`config.mk`:
```
export PLATFORM = sky130hd
export DESIGN_NAME = decoder_scan_ctrl
export DESIGN_NICKNAME = d
export VERILOG_FILES = /design/src/rtl/decoder_scan_ctrl.sv
export SDC_FILE = /design/constraint.sdc
export NUM_CORES = 1
export LEC_CHECK = 0
export BUFFER_PORTS_ARGS = -buffer_cell sky130_fd_sc_hd__buf_2
export CORE_MARGIN = 8
export CORE_UTILIZATION = 59
export DETAILED_ROUTE_END_ITERATION = 10
export PLACE_DENSITY = 0.81
export SYNTH_ARGS = -nofsm -noshare
export SYNTH_HDL_FRONTEND = slang
export SYNTH_SLANG_ARGS = --single-unit
```
`constraint.sdc`:
```
create_clock -name clk -period 5.1 [get_ports clk]
set_clock_uncertainty 0.1 [all_clocks]
set_input_delay 0.255 -clock clk [delete_from_list [all_inputs] [get_ports clk]]
set_output_delay 0.255 -clock clk [all_outputs]
set_load 0.02 [all_outputs]
```
`src/rtl/decoder_scan_ctrl.sv`:
```
// decoder_scan_ctrl
//   Scans the enabled outputs of a downstream 2-to-4 decoder. Each enabled
//   channel is selected on A and held with en high for DWELL cycles. It is
//   then followed by GAP blanking cycles with en low and A held.
//   A pass visits the set bits of the latched mask in ascending order. When
//   cont is latched high, passes repeat until stop is asserted.
//
// Parameters
//   DWELL : cycles en is held high per channel (1..255)
//   GAP   : blanking cycles between channels (0..255)
//
// Ports
//   clk   : rising-edge clock
//   rst_n : asynchronous active-low reset
//   start : begin a scan when idle (ignored if mask==0 or stop is high)
//   stop  : abort the scan in progress
//   cont  : 1 = continuous passes, 0 = single pass (latched on start)
//   mask  : channel enables (latched on start)
//   A     : channel select to the decoder
//   en    : decoder enable
//   busy  : high whenever the scanner is not idle
//   done  : one-cycle pulse after a single pass completes normally
module decoder_scan_ctrl #(
    parameter int unsigned DWELL = 4,
    parameter int unsigned GAP   = 1
) (
    input  logic       clk,
    input  logic       rst_n,
    input  logic       start,
    input  logic       stop,
    input  logic       cont,
    input  logic [3:0] mask,
    output logic [1:0] A,
    output logic       en,
    output logic       busy,
    output logic       done
);

    typedef enum logic [1:0] {
        IDLE   = 2'd0,
        ACTIVE = 2'd1,
        BLANK  = 2'd2
    } state_t;

    localparam logic [7:0] DWELL_LAST = 8'(DWELL - 1);
    localparam logic [7:0] GAP_LAST   = 8'(GAP - 1);

    state_t     state;
    logic [7:0] cnt;
    logic [3:0] mask_q;
    logic       cont_q;

    logic       phase_end;
    logic       nxt_found;
    logic [1:0] nxt_ch;

    function automatic logic [1:0] lowest_set(input logic [3:0] m);
        lowest_set = 2'd0;
        for (int unsigned i = 4; i > 0; i--) begin
            if (m[i-1]) lowest_set = 2'(i - 1);
        end
    endfunction

    // Next enabled channel strictly above the current one. When none is
    // found, the current pass has reached its last channel.
    always_comb begin
        nxt_found = 1'b0;
        nxt_ch    = A;
        for (int unsigned i = 4; i > 0; i--) begin
            if (mask_q[i-1] && ((i - 1) > 32'(A))) begin
                nxt_found = 1'b1;
                nxt_ch    = 2'(i - 1);
            end
        end
    end

    always_comb begin
        phase_end = 1'b0;
        if (state == ACTIVE && cnt == DWELL_LAST) phase_end = 1'b1;
        if (state == BLANK  && cnt == GAP_LAST)   phase_end = 1'b1;
    end

    always_ff @(posedge clk or negedge rst_n) begin
        if (!rst_n) begin
            state  <= IDLE;
            A      <= '0;
            en     <= 1'b0;
            busy   <= 1'b0;
            done   <= 1'b0;
            cnt    <= '0;
            mask_q <= '0;
            cont_q <= 1'b0;
        end else begin
            done <= 1'b0;
            unique case (state)
                IDLE: begin
                    A    <= '0;
                    en   <= 1'b0;
                    busy <= 1'b0;
                    cnt  <= '0;
                    if (start && !stop && (mask != '0)) begin
                        mask_q <= mask;
                        cont_q <= cont;
                        A      <= lowest_set(mask);
                        en     <= 1'b1;
                        busy   <= 1'b1;
                        state  <= ACTIVE;
                    end
                end
                ACTIVE, BLANK: begin
                    if (stop) begin
                        state <= IDLE;
                        A     <= '0;
                        en    <= 1'b0;
                        busy  <= 1'b0;
                        cnt   <= '0;
                    end else if (phase_end) begin
                        // Every phase transition restarts the count, including
                        // an ACTIVE->ACTIVE channel step when GAP is zero.
                        cnt <= '0;
                        if (state == ACTIVE && GAP != 0) begin
                            state <= BLANK;
                            en    <= 1'b0;
                        end else if (nxt_found) begin
                            state <= ACTIVE;
                            A     <= nxt_ch;
                            en    <= 1'b1;
                        end else if (cont_q) begin
                            state <= ACTIVE;
                            A     <= lowest_set(mask_q);
                            en    <= 1'b1;
                        end else begin
                            state <= IDLE;
                            A     <= '0;
                            en    <= 1'b0;
                            busy  <= 1'b0;
                            done  <= 1'b1;
                        end
                    end else begin
                        cnt <= cnt + 8'd1;
                    end
                end
                default: state <= IDLE;
            endcase
        end
    end

endmodule

```
==> results_dict.tcl, run 1 <==
set metrics [dict create \
    num_rows 16 \
    internal-power_uw 392 \
    clkPwrFrac_pct 20.9 \
    maxSlewViolCount 0 \
    drtIter0Drc 22 \
    comb_power_share_pct 41.6 \
    grt_first_pass_wirelength_um 4240 \
    syn-cell-area_mm2 0.00116 \
    num_io_pins 14 \
    worstHoldPathType "input pin to register" \
    synth_seq_cells 20 \
    met1_usage_pct 19.8 \
    ant_nets 0 \
    fin_crit_ns 2.61 \
    final.setup.tns_ns 0 \
    switching_share_pct 38.1 \
    cp_slowest_cell "o41ai_2" \
    finalSetupViolations 0 \
    dp_hpwl_um 1850 \
    grt_use_met3_pct 2.75 \
    synth_edf_count 0 \
    post-route-cell-area_mm2 0.00131 \
    max-cap-violations 0 \
    reg2reg_setup_slack_ns 2.49 \
    use_met2_pct 25.2 \
    io_buffers 13 \
    power.density_mw_per_mm2 482 \
    nets 152 \
    net-switching-power_uw 241 \
    leakage_uw 0.000602 \
    antenna_found_initial 0 \
    status "finished, final reports clean" \
    die_width_um 60.4 \
    syn_nets 135 \
    max_freq_ghz 0.384 \
    die-area_mm2 0.00365 \
    antennaDiodeCount 0 \
    cts_buffer_depth 2 \
    end_kind "register" \
    grt_max_degree 21 \
    cts_made_buffers 3 \
    regArea_um2 500 \
    crit_chain "or4_4 > o41ai_2 > and2b_1 > o21ai_0 > o41ai_1" \
    cp.depth 5 \
    slowest_delay_ns 0.83 \
    hold_buffers 1 \
    ctsHtreeMaxLevel 1 \
    peakVddDrop_uv 521 \
    crit_family "compound AO/OA/AOI/OAI gates" \
    rsz0062_at_grt "false" \
    endpoint "cnt[3]" \
    gp_congestion 0.861 \
    multi_input_area_um2 621 \
    ys.flop_type "dfrtp_1" \
    fill_cells 151 \
    cts.sinks 20 \
    start_util_pct 61.1 \
    worstMarginPinSlew_ns 0.929 \
    crit_path_max_fanout 11 \
    top_usage_layer "met2" \
    path_class "register to register" \
    synthTopCellsByArea "dfrtp_1 43%, ha_1 6.5%, mux2_2 4.8%, o21ai_0 4.3%, nor2_1 3.6%" \
    synth_top_area_share_pct 43.1 \
    drt-vias-per-instance 5.79 \
    worstReg2RegStart "cnt[3]" \
    wire_per_inst_um 16.1 \
    clkLatencyLatePin_ns 0.31 \
    yosysSeqAreaShare_pct 43.1 \
    synthCells 120 \
    syn_area_per_cell_um2 9.69 \
    tritoncts "built" \
    drive_gt1_share_pct 21.3 \
    hold_viol 0 \
    cts-resized-gates 0 \
    chipHeight_um 60.4 \
    grt_overflow 0 \
    drtPass1Iterations 4 \
    arrival_ns 2.68 \
    start_kind "register" \
    synth_area_leader_cell "dfrtp_1" \
    synthArstFlopShare_pct 100 \
    rr_worst_depth 5 \
    worst-path-buf-inv 0 \
    relSlewSlack_pct 37.4 \
    synth_cell_types 39 \
    clock-root-buffer "clkbuf_4" \
    p_seq_share_pct 37.5 \
    yosys_warnings 0 \
    grt_usage_pct 15.4 \
    required_ns 5.18 \
    finalCritPeriodShare_pct 51.1 \
    drc 0 \
    critPathLaunch "cnt[3]" \
    route.vias.total 943 \
    clk_pin_slew_ns 0.12 \
    place_area_mm2 0.00125 \
    r2r_end "cnt[3]" \
    grt_pass1_vias 967 \
    area_delta_synth_final_pct 12.9 \
    wirelength_um 2620 \
    coreArea_mm2 0.00190 \
    post-cts-setup-buffer-count 0 \
]
## cells in the final DEF, fill, tap and decap left out, types with 2 or more instances in the layout
master and n:
a21oi_1 4, nor4_1 2, buf_2 13, nor2b_1 3
inv_1 8, clkbuf_4 3, or4_4 2, nand3b_1 2
nand2_1 9, ha_1 6, mux2_2 5, nand2b_1 6
o21ai_0 10, a31oi_1 3, xor2_1 2, nand3_1 4
nor2_1 11, dfrtp_1 20
## logic make-up after synthesis
kind of cell               after synthesis  share of synthesized area (%)
and+or+nand+nor                         49                           23.7
AOI/OAI and AO/OA                       26                           14.9
DFF                                     20                           43.1
buffers and inverters                   10                           3.55
muxes                                    6                           6.13
adders and majority gates                6                           6.46
xor gates and xnor gates                 3                           2.26
## state kept, by name, summed over array words and instances, names as in the netlist
register and cells:
busy 1, state 2, mask_q 4, en 1
cnt 8, A 2, done 1, cont_q 1
## per-layer routing
layer | part of all wire [%] | vias to the layer above
met5 | 0 | -
met4 | 0.95 | 0
met3 | 4.8 | 4
met2 | 47 | 28
met1 | 47 | 449
li1 | - | 462
## through the flow
step           std cells  total power (µW)  hold slack [ns]  utilization (%)  worst slack [ns]
6_report             163               633           0.0829             69.0              2.49
5_1_grt              163               671           0.0750             69.0              2.34
4_1_cts              163               629           0.0829             69.0              2.50
3_5_place_dp         158               493            0.127             65.7              2.52
3_3_place_gp         158               482            0.127             65.7              2.66
2_1_floorplan        120               429           -0.141                -              3.04
## power groups by stage
stage / combinational [µW] / sequential, µW / clock (µW)
2_1_floorplan: 185 / 243 / 0
3_3_place_gp: 246 / 236 / 0
3_5_place_dp: 253 / 240 / 0
4_1_cts: 261 / 237 / 132
6_report: 263 / 237 / 132
5_1_grt: 292 / 242 / 136
## layout make-up
type	count	share of cell area [%]
clock buffer	3	1.72
clock inverter	1	2.29
inverter	8	2.29
multi-input combinational	90	47.3
sequential	20	38.1
tap	27	2.57
timing repair buffer	14	5.72
## synth_stat cells, types with 2 or more instances
| cell | instances |
|---|---|
| a21oi_1 | 4 |
| a31oi_1 | 3 |
| dfrtp_1 | 20 |
| ha_1 | 6 |
| inv_1 | 8 |
| mux2_2 | 5 |
| nand2_1 | 9 |
| nand2b_1 | 6 |
| nand3_1 | 4 |
| nand3b_1 | 2 |
| nor2_1 | 11 |
| nor2b_1 | 3 |
| nor4_1 | 2 |
| o21ai_0 | 10 |
| or4_4 | 2 |
| xor2_1 | 2 |
## how the worst min path moves through the flow
| stage | startpoint | to | slack (ns) | depth (start not counted) |
|---|---|---|---|---|
| after floorplan | rst_n | A[0] | -0.14 | 0 |
| final | cont | cont_q | 0.08 | 2 |
| after detailed placement | rst_n | mask_q[3] | 0.13 | 1 |
| after global routing | cont | cont_q | 0.07 | 2 |
| after global placement | rst_n | mask_q[2] | 0.13 | 1 |
| after CTS | cont | cont_q | 0.08 | 2 |
Note: power is estimated with default switching activity, not from simulation.
==> run 2: changes to the inputs <==
CORE_UTILIZATION = 51   (was 59)
PLACE_DENSITY = 0.74   (was 0.81)
clock period = 2.2 ns   (was 5.1 ns; I/O delays follow)
==> run 2 against run 1 <==
Compared with the run above:
- register-to-register slack got worse by 2.4 ns
- non-clock buffer count rose by 13
- clock-buffer cell count did not move
- worst setup slack got worse by 2.4 ns
- sequential power rose by 130%
- critical path depth rose by 2
- via count rose by 4.1%
- first-iteration DRC count rose to 2.6 times the previous value
- global-route usage fell by 3.3 points
- cell count rose by 8.0%
- hold slack got worse by 0.043 ns
- highest routed layer is now met3
==> results_dict.tcl, run 2 (synthesis gave the netlist of run 1 again) <==
set metrics [dict create \
    required_ns 2.32 \
    crit_chain "inv_1 > ha_4 > or4b_4 > or3_4 > nand2b_1 > a21oi_1 > a31oi_1" \
    fin_crit_ns 2.10 \
    nets 165 \
    clock-root-buffer "clkbuf_4" \
    tritoncts "built" \
    place_area_mm2 0.00130 \
    final.setup.tns_ns 0 \
    ctsHtreeMaxLevel 1 \
    min_from "mask[2]" \
    clk_pin_slew_ns 0.11 \
    drtPass1Iterations 7 \
    coreArea_mm2 0.00219 \
    multi_input_area_um2 653 \
    worstHoldPathType "input pin to register" \
    hold_path_depth 3 \
    drt-vias-per-instance 5.58 \
    max_freq_ghz 0.477 \
    num_io_pins 14 \
    grt_max_degree 21 \
    rsz0062_at_grt "false" \
    largest_register_ff_count 8 \
    chipHeight_um 63.7 \
    hold_viol 0 \
    grt_usage_pct 12.1 \
    drtIter0Drc 58 \
    start_util_pct 53.1 \
    dp_hpwl_um 1840 \
    worstMarginPinSlew_ns 0.447 \
    end_kind "register" \
    slowest_delay_ns 0.53 \
    peakVddDrop_uv 705 \
    min_to "mask_q[2]" \
    dp.cells 166 \
    finalCritPeriodShare_pct 95.4 \
    gp_congestion 0.846 \
    power.density_mw_per_mm2 998 \
    start_kind "register" \
    die_width_um 63.7 \
    ant_nets 0 \
    wirelength_um 2520 \
    antenna_found_initial 0 \
    layout_commonest_cell "dfrtp_1" \
    cts.sinks 20 \
    post-route-cell-area_mm2 0.00142 \
    grt_first_pass_wirelength_um 4090 \
    fill_cells 168 \
    drive_gt1_share_pct 27.7 \
    cts_made_buffers 3 \
    drc 0 \
    stdcell_count 176 \
    cts_buffer_depth 2 \
    path_class "register to register" \
    crit_path_max_fanout 3 \
    cp_slowest_cell "or4b_4" \
    reg_top3 "cnt x8, mask_q x4" \
    leakage_uw 0.000656 \
    r2r_end "A[1]" \
    die-area_mm2 0.00406 \
    worstReg2RegStart "state[0]" \
    max-cap-violations 0 \
    status "finished, final reports clean" \
    rr_worst_depth 7 \
    wire_per_inst_um 14.3 \
    route.vias.total 982 \
    most-common-layout-cells "20 x dfrtp_1, 13 x buf_2, 11 x nor2_1, 10 x o21ai_0" \
    regMostFlops "cnt" \
    reg2reg_setup_slack_ns 0.10 \
    relSlewSlack_pct 70.2 \
    num_rows 17 \
    io_buffers 13 \
    arrival_ns 2.22 \
    area_delta_synth_final_pct 22.5 \
    grt_overflow 0 \
    finalSetupViolations 0 \
    regArea_um2 500 \
    clkLatencyLatePin_ns 0.29 \
    antennaDiodeCount 0 \
    total_power_uw 1420 \
    maxSlewViolCount 0 \
    grt_pass1_vias 927 \
]
==> run 2: worst max-delay path by stage <==
stage / from / end / slack [ns] / depth (start not counted)
6_report: state[0] / A[1] / 0.10 / 7
5_1_grt: state[0] / A[1] / 0.01 / 7
4_1_cts: state[0] / A[1] / 0.06 / 7
3_5_place_dp: state[0] / A[1] / 0.08 / 7
3_3_place_gp: state[0] / A[1] / 0.15 / 7
2_1_floorplan: state[0] / A[1] / 0.14 / 7
==> run 2: layout make-up <==
class                           count  area share (%)
Sequential cell                    20            35.1
Tap cell                           28            2.46
Inverter                            8            2.11
Multi-Input combinational cell     90            45.9
Clock buffer                        3            1.58
Timing Repair Buffer               27            12.8
==> run 2: stage by stage <==
stage	hold WS, ns	setup slack, ns	util [%]
after floorplan	-0.286	0.142	-
after global placement	-0.0221	0.147	59.5
after detailed placement	-0.0205	0.0753	59.5
after CTS	0.000490	0.0581	62.8
after global routing	0.0237	0.0116	65.0
final	0.0399	0.102	65.0
==> run 2: critical path: cells and delay by family, from the launching register on <==
kind / cells / cell delay (ns)
and+or+nand+nor: 3 / 0.96
AOI/OAI and AO/OA: 2 / 0.19
buffers and inverters: 1 / 0.13
DFF: 1 / 0.43
adders and majority gates: 1 / 0.21
==> run 2: power breakdown <==
part	leakage [µW]	switching (µW)	internal [µW]
registers	0.000263	86.7	462
logic	0.000379	364	341
clock network	0.0000138	104	63.7
total	0.000656	555	866
==> run 2: routing by layer <==
layer  GRT usage, %  vias up  wire [µm]
met5              0        -          0
met4           2.51        0          0
met3           2.44        0         94
met2           19.5       28       1170
met1           16.4      468       1260
li1               -      486          -
==> run 2: repair_timing <==
action                     in CTS  in global routing
hold buffers                    5                  0
hold endpoints to repair       24                  0
setup buffers                   0                  2
setup endpoints to repair       0                  2
resized for setup               0                  5
==> run 3: changes to the inputs <==
CELL_PAD_IN_SITES_DETAIL_PLACEMENT = 1   (was unset)
CELL_PAD_IN_SITES_GLOBAL_PLACEMENT = 1   (was unset)
CORE_UTILIZATION = 39   (was 51)
CTS_CLUSTER_SIZE = 40   (was unset)
PLACE_DENSITY = unset   (was 0.74)
PLACE_DENSITY_LB_ADDON = 0.1   (was unset)
RECOVER_POWER = 100   (was unset)
==> run 3 against run 2 <==
Compared with the run above:
- clock-buffer cell count stayed put
- worst setup slack better by 0.014 ns
- sequential power hardly changed
- largest cell class unchanged
- critical path type unchanged
- die area is 23% higher
- utilization is 16 points lower
- fmax is 0.66% higher
- wire length is 13% higher
- clock power is 4% higher
==> results_dict.tcl, run 3 (synthesis gave the netlist of run 1 again) <==
set metrics [dict create \
    status "finished, final reports clean" \
    crit_path_max_fanout 3 \
    cts.sinks 20 \
    area_delta_synth_final_pct 24.1 \
    layout_commonest_cell "dfrtp_1" \
    drtPass1Iterations 4 \
    antennaDiodeCount 0 \
    start_util_pct 39.4 \
    net-switching-power_uw 573 \
    grt_overflow 0 \
    clock-root-buffer "clkbuf_4" \
    drt-vias-per-instance 5.30 \
    arrival_ns 2.22 \
    finalSetupViolations 0 \
    leakage_uw 0.000647 \
    relSlewSlack_pct 25.5 \
    path_class "register to register" \
    worstMarginPinSlew_ns 1.12 \
    nets 169 \
    ctsHtreeMaxLevel 1 \
    num_io_pins 14 \
    die_width_um 70.6 \
    final.setup.tns_ns 0 \
    crit_chain "inv_1 > ha_4 > or4b_4 > or3_1 > nand2b_1 > a21oi_1 > a31oi_1" \
    gp_congestion 0.825 \
    ant_nets 0 \
    antenna_found_initial 0 \
    cts_buffer_depth 2 \
    cts_made_buffers 3 \
    max_freq_ghz 0.480 \
    reg_top3 "cnt x8, mask_q x4" \
    comb_power_share_pct 50.4 \
    finalCritPeriodShare_pct 94.8 \
    drc 0 \
    grt_first_pass_wirelength_um 4820 \
    clk_pin_slew_ns 0.11 \
    regMostFlops "cnt" \
    internal-power_uw 882 \
    clkPwrFrac_pct 12.0 \
    most-common-layout-cells "20 x dfrtp_1, 13 x buf_4, 11 x nor2_1, 10 x nand2_1, 9 x o21ai_0" \
    max-cap-violations 0 \
    wire_per_inst_um 15.5 \
    coreArea_mm2 0.00295 \
    wirelength_um 2860 \
    p_seq_share_pct 37.7 \
    start_kind "register" \
    chipHeight_um 70.6 \
    die-area_mm2 0.00498 \
    route.vias.total 981 \
    power.density_mw_per_mm2 1010 \
    required_ns 2.33 \
    grt_max_degree 21 \
    grt_pass1_vias 1112 \
    tritoncts "built" \
    peakVddDrop_uv 483 \
    maxSlewViolCount 0 \
    end_kind "register" \
    dp_hpwl_um 2190 \
    largest_register_ff_count 8 \
    drtIter0Drc 17 \
    fill_cells 359 \
    num_rows 20 \
    drive_gt1_share_pct 23.0 \
    hold_slack_ns 0.00988 \
    fin_crit_ns 2.08 \
    clkLatencyLatePin_ns 0.30 \
    rsz0062_at_grt "false" \
    worstHoldPathType "input pin to register" \
    hold_viol 0 \
    io_buffers 13 \
    grt_usage_pct 12.0 \
    slowest_delay_ns 0.53 \
    switching_share_pct 39.4 \
    cp_slowest_cell "or4b_4" \
]
[run 3: cell types whose count changed in the layout (fill, tap and decap cells not counted), sizes merged]
cell	previous run	this run
clkbuf	3	10
buf	22	19
[run 3: critical path: cells and delay by family, from the launching register on]
kind / cells / cell delay (ns)
AND/OR/NAND/NOR: 3 / 0.95
buffers and inverters: 1 / 0.13
flip-flops: 1 / 0.42
adder cells (fa/ha/maj): 1 / 0.22
AO/OA/AOI/OAI: 2 / 0.19
[run 3: layout make-up]
class | instances | area (µm²) | share of cell area [%]
Clock buffer | 3 | 22.5 | 1.56
Inverter | 8 | 30.0 | 2.08
Multi-Input combinational cell | 90 | 644 | 44.7
Sequential cell | 20 | 500 | 34.7
Tap cell | 33 | 41.3 | 2.86
Timing Repair Buffer | 31 | 204 | 14.1
[run 3: power by group through the flow]
stage | sequential (µW) | combinational, µW | clock (µW)
after floorplan | 564 | 429 | 0
after global placement | 548 | 641 | 0
after detailed placement | 557 | 655 | 0
after CTS | 549 | 662 | 185
after global routing | 560 | 818 | 192
final | 548 | 733 | 174
[run 3: repair_timing]
item                                    CTS  global route
hold endpoints to repair                 24             0
gates resized for setup                   0             5
setup buffers                             0             6
endpoints found under the setup margin    0             2
hold buffers                              5             0
[run 3: stage by stage]
step	utilization (%)	setup slack, ns	area, µm²	instances	power (µW)
floorplan	-	0.142	1160	120	994
global placement	44.4	0.130	1310	171	1190
detailed placement	44.4	0.0649	1310	171	1210
CTS	46.8	0.0294	1380	179	1400
global route	48.9	0.00161	1440	185	1570
finish	48.9	0.115	1440	185	1460
[run 3: final timing paths]
| path | slack, ns | cells past startpoint | to | from |
|---|---|---|---|---|
| min in group asynchronous | 0.43 | 2 | cnt[7] | rst_n |
| hold / removal | 0.01 | 3 | mask_q[2] | mask[2] |
| max in group asynchronous | 0.91 | 2 | mask_q[2] | rst_n |
| hold reg to reg | 0.42 | 1 | mask_q[0] | mask_q[0] |
| setup / recovery | 0.12 | 7 | A[1] | state[0] |
| setup reg to reg | 0.12 | 7 | A[1] | state[0] |
[run 3: per-layer routing]
layer | share of wire, % | wire length (µm) | global-route usage (%) | vias to the layer above
li1 | - | - | - | 490
met1 | 42 | 1200 | 12.7 | 473
met2 | 53 | 1530 | 21.8 | 14
met3 | 3.1 | 90 | 2.54 | 4
met4 | 1.5 | 42 | 6.47 | 0
met5 | 0 | 0 | 0 | -
